--- src/rtl/bsg_transpose_stream.sv ---
// Streaming square bit-matrix transposer: collects width_p rows, then emits
// the transposed matrix one row per yumi. One matrix in flight at a time.

module bsg_transpose_row #(
  parameter int width_p = 16
) (
  input  logic               clk_i,
  input  logic               we,
  input  logic [width_p-1:0] d,
  output logic [width_p-1:0] q
);
  // Plain storage flops; contents are meaningless until written in FILL.
  always_ff @(posedge clk_i)
    if (we) q <= d;
endmodule

module bsg_transpose_stream #(
  parameter int width_p = 16
) (
  input  logic               clk_i,
  input  logic               reset_n_i,
  input  logic               clear_i,
  input  logic [width_p-1:0] data_i,
  input  logic               v_i,
  output logic               ready_o,
  output logic [width_p-1:0] data_o,
  output logic               v_o,
  input  logic               yumi_i
);
  localparam int cnt_w = $clog2(width_p);
  localparam logic [cnt_w-1:0] last = cnt_w'(width_p - 1);

  typedef enum logic {FILL, DRAIN} state_e;

  state_e                          state_r, state_n;
  logic [cnt_w-1:0]                cnt_r, cnt_n;
  logic                            wr;
  logic [width_p-1:0][width_p-1:0] mem;

  always_ff @(posedge clk_i or negedge reset_n_i) begin
    if (!reset_n_i) begin
      state_r <= FILL;
      cnt_r   <= '0;
    end else begin
      state_r <= state_n;
      cnt_r   <= cnt_n;
    end
  end

  // clear_i beats any handshake in the same cycle and suppresses the write.
  always_comb begin
    state_n = state_r;
    cnt_n   = cnt_r;
    wr      = 1'b0;
    if (clear_i) begin
      state_n = FILL;
      cnt_n   = '0;
    end else if (state_r == FILL) begin
      if (v_i) begin
        wr = 1'b1;
        if (cnt_r == last) begin
          cnt_n   = '0;
          state_n = DRAIN;
        end else begin
          cnt_n = cnt_r + 1'b1;
        end
      end
    end else if (yumi_i) begin
      if (cnt_r == last) begin
        cnt_n   = '0;
        state_n = FILL;
      end else begin
        cnt_n = cnt_r + 1'b1;
      end
    end
  end

  assign ready_o = (state_r == FILL);
  assign v_o     = (state_r == DRAIN);

  // Row r owns its storage; output bit r picks column cnt_r of that row.
  for (genvar r = 0; r < width_p; r++) begin : g_row
    bsg_transpose_row #(.width_p(width_p)) u_row (
      .clk_i (clk_i),
      .we    (wr && (cnt_r == cnt_w'(r))),
      .d     (data_i),
      .q     (mem[r])
    );
    assign data_o[r] = mem[r][cnt_r];
  end
endmodule

--- config.mk ---
export PLATFORM = sky130hd
export DESIGN_NAME = bsg_transpose_stream
export DESIGN_NICKNAME = d
export VERILOG_FILES = /design/src/rtl/bsg_transpose_stream.sv
export SDC_FILE = /design/constraint.sdc
export NUM_CORES = 1
export LEC_CHECK = 0
export BUFFER_PORTS_ARGS = -buffer_cell sky130_fd_sc_hd__clkbuf_2
export CAP_MARGIN = 20
export CORE_ASPECT_RATIO = 1.2
export CORE_MARGIN = 4
export CORE_UTILIZATION = 24
export DETAILED_ROUTE_END_ITERATION = 12
export PLACE_DENSITY_LB_ADDON = 0.15
export REMOVE_ABC_BUFFERS = 1
export SYNTH_ARGS = -nofsm -noshare
export SYNTH_HDL_FRONTEND = slang
export SYNTH_HIERARCHICAL = 1
export SYNTH_SLANG_ARGS = --single-unit
--- constraint.sdc ---
create_clock -name clk_i -period 3.7 [get_ports clk_i]
set_clock_uncertainty 0.05 [all_clocks]
set_input_delay 0 -clock clk_i [delete_from_list [all_inputs] [get_ports clk_i]]
set_output_delay 0 -clock clk_i [all_outputs]
set_load 0.005 [all_outputs]
# Word level (Yosys, flattened, before mapping)
# Cells that the tools add are included.
# word_totals
register_bits,261
word_cells,102
# op_classes
n_addsub,1
n_reduce_logical,19
n_bitwise,1
order_cmp,1
muxes,46
n_eq_ne,16
# ops
operator,count
binary-select mux 1 bit (select 4 bit),16
"equality test 4 bit, second input constant",8
2-to-1 mux 1 bit,25
2-to-1 mux 4 bit,5
"equality test 4 x 3 -> 1 bit, second input constant",4
logical AND 1 bit,16
"equality test 4 x 2 -> 1 bit, second input constant",2
"less-than comparator 4 x 5 -> 1 bit, second input constant",1
"adder 4 x 1 -> 4 bit, second input constant",1
"equality test 4 x 1 -> 1 bit, second input constant",1
zero test 4 bit,1
"inequality test 3 bit, second input constant",1
nonzero test 3 bit,1
AND reduction 2 bit,1
inverter 1 bit,1

# Depth between registers and ports, before layout
# Gate-level depths: netlist of the first run.
# logic_depth
ltp_word,5
depth_mapped,6
mapped_depth_nobuf,4

# Modules after synthesis
# The synthesis of the first run kept the hierarchy.
# by_module_without_submodules
module,seq_area_each_um2,area_per_inst_um2,n_inst,cells_per_inst
bsg_transpose_row,480.5,480.5,16,16
bsg_transpose_stream,125.1,2312.2,1,197

# Worst setup path after synthesis of the first run
# OpenSTA, ideal clock, no wires.
# synth_path
path_type,register -> register
start,reg cnt_r[0]
end,reg g_row[0].u_row.q[0] (enable)
t_required_ns,3.241
path_stages_with_launch,7
slack_ns,1.072
setup_ns,0.409
path_buffers,2
arrival_ns,2.168
path_cell_list,dfrtp_1 buf_2 buf_4 inv_1 ha_1 nand2_1 nor3_1
# synth_between
elab_chain_len,2
# synth_lines
element,line_no,text
from (decl),36,"logic [cnt_w-1:0] cnt_r, cnt_n;"
from (signal assigned),46,cnt_r <= cnt_n;
zero test 4 bit,85,".we (wr && (cnt_r == cnt_w'(r))),"
logical AND 1 bit,85,
to (signal assigned),14,if (we) q <= d;
to (decl),10,output logic [width_p-1:0] q
# Every way passes these cells.
# A chain may end at the register's enable or synchronous reset.

# Worst setup path after layout of the first run
# layout_path
start,reg cnt_r[0]
end,out data_o[15]
# layout_between
elab_chain_len,2
# layout_lines
element,line_no,text
binary-select mux 1 bit (select 4 bit),89,assign data_o[r] = mem[r][cnt_r];
2-to-1 mux 1 bit (not written as such),89,
to (decl),26,"output logic [width_p-1:0] data_o,"
# Every way passes these cells. The select of a mux whose other input is x is not followed.

==> results of run 1 <==
layout by cell type (no fill, tap or decap), drive strengths merged:
cell,count
clkinv,10
a22oi,32
nand2,23
nor2,14
a211o,1
o31ai,1
and2,1
dlygate4sd3,6
nand3b,1
bufinv,2
nor2b,3
a21oi,5
o21ai,2
mux2i,2
nor3,4
mux4,64
or4,1
dfrtp,5
nand2b,1
clkinvlp,2
ha,5
inv,5
or3,1
nand3,1
nor3b,1
edfxtp,256
buf,26
clkbuf,74
diode,1
report_power, final:
part           switching, mW  internal, mW  total, mW
registers             0.0268          3.27       3.29
clock network           1.08          1.56       2.64
logic                  0.172         0.131      0.303
flip-flops by register name (all words and copies together) (netlist names):
name and cells:
g_row.u_row/q 256, cnt_r 4, v_o 1
per-layer routing:
layer  GRT usage [%]  wire length, microns  vias to the layer above  part of all wire [%]
met5               0                     0                        -                     0
met3           1.541                   716                       29                   2.9
met1           13.79                 10600                     2586                    43
met4           3.319                   493                        0                   2.0
li1                -                     -                     2046                     -
met2           19.24                 12830                       86                    52
timing repair:
item,CTS,global route
hold endpoints to repair,10,0
hold buffers,6,0
endpoints found under the setup margin,0,0
worst max-delay path, delay by kind of cell, from the launching register on:
family | cells | cell delay [ns]
AOI/OAI and AO/OA | 1 | 0.24
buffers and inverters | 2 | 0.53
DFF | 1 | 0.82
muxes | 1 | 0.54
and+or+nand+nor | 1 | 0.12
path summary, 6_finish.rpt:
check / depth (start not counted) / start / endpoint / slack (ns)
setup / recovery: 5 / cnt_r[0] / data_o[15] / 0.85
max in group asynchronous: 3 / reset_n_i / cnt_r[0] / 2.93
hold / removal: 1 / data_i[12] / g_row[10].u_row/q[12] / 0.03
hold reg to reg: 2 / v_o / v_o / 0.68
setup reg to reg: 5 / cnt_r[0] / cnt_r[2] / 1.52
min in group asynchronous: 3 / reset_n_i / cnt_r[0] / 0.44
cells by family (layout without fill, tap and decap cells):
group                      Yosys count  count (layout)  synth area share (%)
DFF                                261             261                 78.13
AOI/OAI and AO/OA                   41              41                 2.915
and+or+nand+nor                     51              51                 2.240
other                                0               1                     0
buffers and inverters               29             125                 1.477
adders and majority gates            5               5                0.6256
muxes                               66              66                 14.61
final cells by class:
type,count,area [sq um],share of cell area [%]
diodes,1,2.502,0.02100
clock buffers,36,752.0,6.309
clock inverters,14,121.4,1.018
inverters,5,18.77,0.1575
multi-input cells,163,2062,17.30
flip-flops and latches,261,7818,65.59
well taps,539,674.4,5.658
repair buffers,70,470.5,3.947
metrics by stage:
stage          setup TNS (ns)  instance area [sq um]  std cells
3_3_place_gp                0                  10980       1032
2_1_floorplan         -121.04                   9871        429
6_report                    0                  11920       1089
4_1_cts                     0                  11920       1088
3_5_place_dp                0                  10980       1032
5_1_grt                     0                  11920       1088
==> metrics.md, run 1 <==
| Metric | Value |
|---|---|
| Status | `finished clean` |
| Hold_ws | `between 0.02 and 0.03 ns` |
| First-pass GRT wire length | `35,690 microns` |
| Setup violations, final | `0` |
| Largest net degree at the start of global routing | `31` |
| CP required | `between 3 and 4 ns` |
| VDD IR max | `between 200 and 300 uV` |
| Aggregate global routing overflow | `0` |
| Final hold vios | `0` |
| Initial antenna violation count | `0` |
| Die Height | `between 200 and 250 microns` |
| Initial Utilization | `24.42%` |
| Die X-Extent | `between 150 and 200 microns` |
| Tmin final | `between 2 and 3 ns` |
| Synth top area cells | `edfxtp_1, mux4_2, a22oi_1` |
| Die ar. | `about 45,000 sq um` |
| Vias in the first global route | `5,116` |
| Root buf cell | `clkbuf_16` |
| Clock Latency Late Sink | `0.53 ns` |
| Post-Route Utilization | `roughly 29%` |
| Clk sinks | `approximately 260` |
| Pre-antenna DRT Iters | `4` |
| Post_cts resized | `0` |
| Core outline area | `approximately 40,000 sq um` |
| Share of layout cells above drive strength 1 | `31.88%` |
| Total CTS buffers | `28` |
| Final WL | `24,630 microns` |
| Filler Cells Inserted | `roughly 4,000` |
| Tot Pwr | `approximately 6.2 mW` |
| Peak Freq | `about 0.35 GHz` |
| Clock-pin slew on the worst setup and hold paths | `~0.060 ns` |
| Drt wl/cell | `approximately 23 microns` |
| Port Buf Inserts | `38` |
| Final nets | `approximately 560` |
| Standard-cell row count | `between 80 and 90` |
| DRC viols | `0` |
| Post-synthesis sequential area ratio | `78.13%` |
| Setup Buffers After CTS | `0` |
| Crit-path slowest cell | `dfrtp_4` |
| Slew Limit Fails | `0` |
| Initial DRC count | `~400` |
| Final ANT Viol Nets | `0` |
| Crit path DAT | `2.80 ns` |
| Setup WS post-layout | `between 0.8 and 0.9 ns` |
| Leak pwr | `about 3.7 nW` |
| CTS Buffer Depth | `3` |
| Most used DFF post-synth | `edfxtp_1` |
| Post-synthesis cell count | `453` |
| Via count | `4,747` |
| Layout area overhead | `19.19%` |
| # IOs | `39` |
| Final period utilization | `just under 80%` |
| Crit Path Class | `reg -> out` |
| Worst path cell trace | `buf_4, mux4_2, a22oi_1, nand2_1, clkbuf_2` |
| Crit. End Element | `primary output` |
| GRT Util Overall | `between 10% and 20%` |
| CTS tree | `yes` |
| Worst-path fanout max | `30` |
| Yosys top cell area share | `76.88%` |
| Ys Warns | `6` |
| Crit-path max cell delay | `~0.82 ns` |
| Unique masters post-synth | `27` |
| Ys async rst share | `1.916%` |
| Number of synthesized flops with an enable pin | `around 260` |
| DP Worst Slack | `1.353 ns` |
| Dpl hpwl | `approximately 14,000 microns` |
| Pwr dens | `523.3 nW/um^2` |
| Worst hold-check path type | `in -> reg` |
| Unrepaired setup endpoints after global routing | `false` |
| Vias per cell | `between 4 and 5` |
| Syn avg cell area | `22.07 sq um` |
| CTS H-Tree Depth | `1` |
| FF+latch count, synth | `261` |
| Commonest cells post-synth | `edfxtp_1, mux4_2, a22oi_1` |
| Max-slew headroom | `a little under half` |
| Cell taking the most area after synthesis | `edfxtp_1` |
| Worst Max-Slew Pin Slew | `0.7968 ns` |
| Top-count cell post-synth | `edfxtp_1` |
| Gpl congestion | `0.6830` |
| Number of max-cap violations | `0` |
| Synthesized area | `roughly 10000 sq um` |
| CP Launch Type | `flop` |
No activity file was read; power rests on OpenSTA's default activity.
==> run 2: changes to the inputs <==
--- a/config.mk
+++ b/config.mk
@@ -5,6 +5,7 @@
 export SDC_FILE = /design/constraint.sdc
 export NUM_CORES = 1
 export LEC_CHECK = 0
+export ABC_AREA = 1
 export BUFFER_PORTS_ARGS = -buffer_cell sky130_fd_sc_hd__clkbuf_2
 export CAP_MARGIN = 20
 export CORE_ASPECT_RATIO = 1.2
==> constraint.sdc (replaced) <==
create_clock -name clk_i -period 2.4 [get_ports clk_i]
set_clock_uncertainty 0.05 [all_clocks]
set_input_delay 0 -clock clk_i [delete_from_list [all_inputs] [get_ports clk_i]]
set_output_delay 0 -clock clk_i [all_outputs]
set_load 0.005 [all_outputs]
==> metrics.md, run 2 <==
| Metric | Value |
|---|---|
| Number of flip-flops in the largest register | `256 (unchanged)` |
| Main combinational cell family by area after synthesis | `simple AND/OR/NAND/NOR gates` |
| Post-synthesis cell count | `1,221 (+170%)` |
| Leak pwr | `6.194 nW (+67%)` |
| Worst hold-check path type | `in -> reg` |
| GRT Util Overall | `12.15% (+1.3 points)` |
| Multiplexer area fraction after synthesis | `0% (-15 points)` |
| Top-count cell post-synth | `nand2_1` |
| Synthesized area | `11,790 sq um (+18%)` |
| Drt wl/cell | `16.72 microns (-26%)` |
| Finished Cell Area | `13,720 sq um (+15%)` |
| Root buf cell | `clkbuf_16` |
| Placed cell area | `12,760 sq um (+16%)` |
| Standard-cell row count | `88 (+8.6%)` |
| Post-Synth Adder-Cell Area | `0.5306% (-0.095 points)` |
| Worst-path fanout max | `66 (+120%)` |
| Tot Pwr | `10.03 mW (+61%)` |
| CP required | `2.35 ns (-1.30 ns)` |
| Die ar. | `52,750 sq um (+17%)` |
| Layout area overhead | `16.40%` |
| Hold_ws | `0.01755 ns (-0.007603 ns)` |
| Crit-path max cell delay | `0.53 ns (-0.29 ns)` |
| Vias per cell | `3.979 (-8.7%)` |
| VDD IR max | `488.8 uV (+67%)` |
| Die Height | `250.8 microns (+8.3%)` |
| Commonest cells post-synth | `nand2_1, inv_1, edfxtp_1` |
| Yosys top cell area share | `65.20% (-12 points)` |
| Total CTS buffers | `29 (+3.6%)` |
| Simple-gate area share of the yosys netlist | `20.61% (+18 points)` |
| CTS H-Tree Depth | `1 (unchanged)` |
| Via count | `7,692 (+62%)` |
| Worst Max-Slew Pin Slew | `0.7229 ns (-0.07393 ns)` |
| Final ANT Viol Nets | `0 (unchanged)` |
| Slew Limit Fails | `0 (unchanged)` |
| Filler Cells Inserted | `5,035 (+25%)` |
| XOR/XNOR Fraction of Synth Area | `0.07429% (+0.074 points)` |
| Final nets | `1,308 (+140%)` |
| Number of synthesized flops with an enable pin | `256 (unchanged)` |
| Clock Latency Late Sink | `0.55 ns (+0.02 ns)` |
| Peak Freq | `~0.45 GHz` |
| Pwr dens | `730.6 nW/um^2 (+40%)` |
| Initial antenna violation count | `0 (unchanged)` |
| Most used DFF post-synth | `edfxtp_1` |
| Cell taking the most area after synthesis | `edfxtp_1` |
| CP Launch Type | `flop` |
| Aggregate global routing overflow | `0 (unchanged)` |
| Worst path cell trace | `inv_4, buf_12, nand2_1, nand3_1, nand2_1, nand2_1, nand2_1, inv_1, nand2_1, clkbuf_2` |
| DRC viols | `0 (unchanged)` |
| Number of max-cap violations | `0 (unchanged)` |
| Die X-Extent | `210.3 microns (+8.2%)` |
| Setup violations, final | `0 (unchanged)` |
| Clock-pin slew on the worst setup and hold paths | `0.06 ns (about the same)` |
| Syn avg cell area | `9.656 sq um (-56%)` |
| Setup_tns | `0 ns (unchanged)` |
| Crit path DAT | `2.19 ns (-0.61 ns)` |
| Bufs and invs on worst path | `4 (+2)` |
| CP most frequent cell | `nand2_1` |
| Synth Area in Compound Gates | `0.2229% (-2.7 points)` |
| First-pass GRT wire length | `48,730 microns (+37%)` |
| Crit Path Class | `reg -> out` |
| Unrepaired setup endpoints after global routing | `false` |
| Setup Buffers After CTS | `0 (unchanged)` |
| CTS tree | `yes` |
| Synth top area cells | `edfxtp_1, nand2_1, inv_1` |
| Crit. End Element | `primary output` |
| FF+latch count, synth | `261 (unchanged)` |
| Unique masters post-synth | `19 (-30%)` |
| Status | `finished clean` |
| Core outline area | `48,340 sq um (+18%)` |
| Most frequent cells in the layout | `nand2_1, inv_1, edfxtp_1` |
| Antenna cell count | `0 (-1)` |
| Clk sinks | `261 (unchanged)` |
| Dpl hpwl | `17,510 microns (+22%)` |
| # IOs | `39 (unchanged)` |
| Pre-antenna DRT Iters | `4 (unchanged)` |
| Share of layout cells above drive strength 1 | `8.749% (-23 points)` |
| Top reg by flops | `g_row.u_row/q` |
| Vias in the first global route | `7,600 (+49%)` |
| Most common cell after layout, fill and taps aside | `nand2_1` |
| Gpl congestion | `0.7393 (+8.2%)` |
| Ys async rst share | `1.916% (unchanged)` |
| Final WL | `32,320 microns (+31%)` |
| Tmin final | `around 2.2 ns` |
| Final hold vios | `0 (unchanged)` |
| Ys Warns | `6 (unchanged)` |
| Final period utilization | `slightly above 90%` |
| Port Buf Inserts | `38 (unchanged)` |
| CP delay by family, top | `buffers and inverters` |
| CTS Buffer Depth | `3 (unchanged)` |
| Initial Utilization | `24.39% (-0.031 points)` |
| Crit-path slowest cell | `dfrtp_4` |
| Largest net degree at the start of global routing | `77 (+150%)` |
| Max-slew headroom | `51.81% (+4.9 points)` |
| Post-synthesis sequential area ratio | `66.26% (-12 points)` |
| Initial DRC count | `467 (+18%)` |
==> run 2: path summary, 6_finish.rpt <==
kind	endpoint	start	depth (start not counted)	slack (ns)
setup / recovery	data_o[10]	cnt_r[0]	10	0.16
hold / removal	g_row[12].u_row/q[4]	data_i[4]	1	0.02
setup reg to reg	cnt_r[3]	cnt_r[0]	6	0.28
hold reg to reg	cnt_r[2]	cnt_r[2]	2	0.58
max in group asynchronous	cnt_r[0]	reset_n_i	3	1.68
min in group asynchronous	cnt_r[2]	reset_n_i	3	0.36
==> run 2: cell families after synthesis <==
family / Yosys count
AOI/OAI and AO/OA: 5
xor gates and xnor gates: 1
adders and majority gates: 5
buffers and inverters: 347
DFF: 261
and+or+nand+nor: 602
==> run 2: metrics by stage <==
| step | util, % | setup WS, ns | instances |
|---|---|---|---|
| detailed placement | 26.41 | 0.5405 | 1873 |
| global route | 28.39 | 0.0003222 | 1933 |
| global placement | 26.41 | 0.5492 | 1873 |
| finish | 28.39 | 0.1635 | 1933 |
| floorplan | - | -2.606 | 1173 |
| CTS | 28.38 | 0.01346 | 1933 |
==> run 2: repair_timing <==
action / CTS / global route
gates resized for setup: 0 / 2
endpoints found under the hold margin: 10 / 0
endpoints found under the setup margin: 0 / 15
hold buffers: 8 / 0
==> run 2: worst register-to-register path: stages (launching register included) <==
cell and delay [ns]:
dfrtp_4 0.49, buf_12 0.30, ha_1 0.33, nand2_1 0.09
nand3_1 0.14, o21ai_1 0.07, dlygate4sd3_1 0.55
==> run 2: report_power, final <==
group | internal, mW | switching, mW | leakage, nW | total (mW)
logic | 0.231 | 0.581 | 3.39 | 0.813
clock network | 2.40 | 1.76 | 0.431 | 4.16
registers | 5.04 | 0.0109 | 2.37 | 5.05
total | 7.67 | 2.35 | 6.19 | 10.0
==> run 2: final cells by class <==
type	count	area, sq um	area share, %
repair buffers	78	593.1	4.322
clock inverters	18	127.6	0.9300
clock buffers	34	744.5	5.425
inverters	299	1125	8.197
multi-input cells	613	2527	18.42
well taps	630	788.3	5.744
flip-flops and latches	261	7818	56.97
==> run 2: metal layers <==
layer	vias to the layer above	routed length, microns	global-route usage (%)
li1	3872	-	-
met1	3683	14930	16.13
met2	103	15900	21.33
met3	34	884	1.286
met4	0	606	2.947
met5	-	0	0
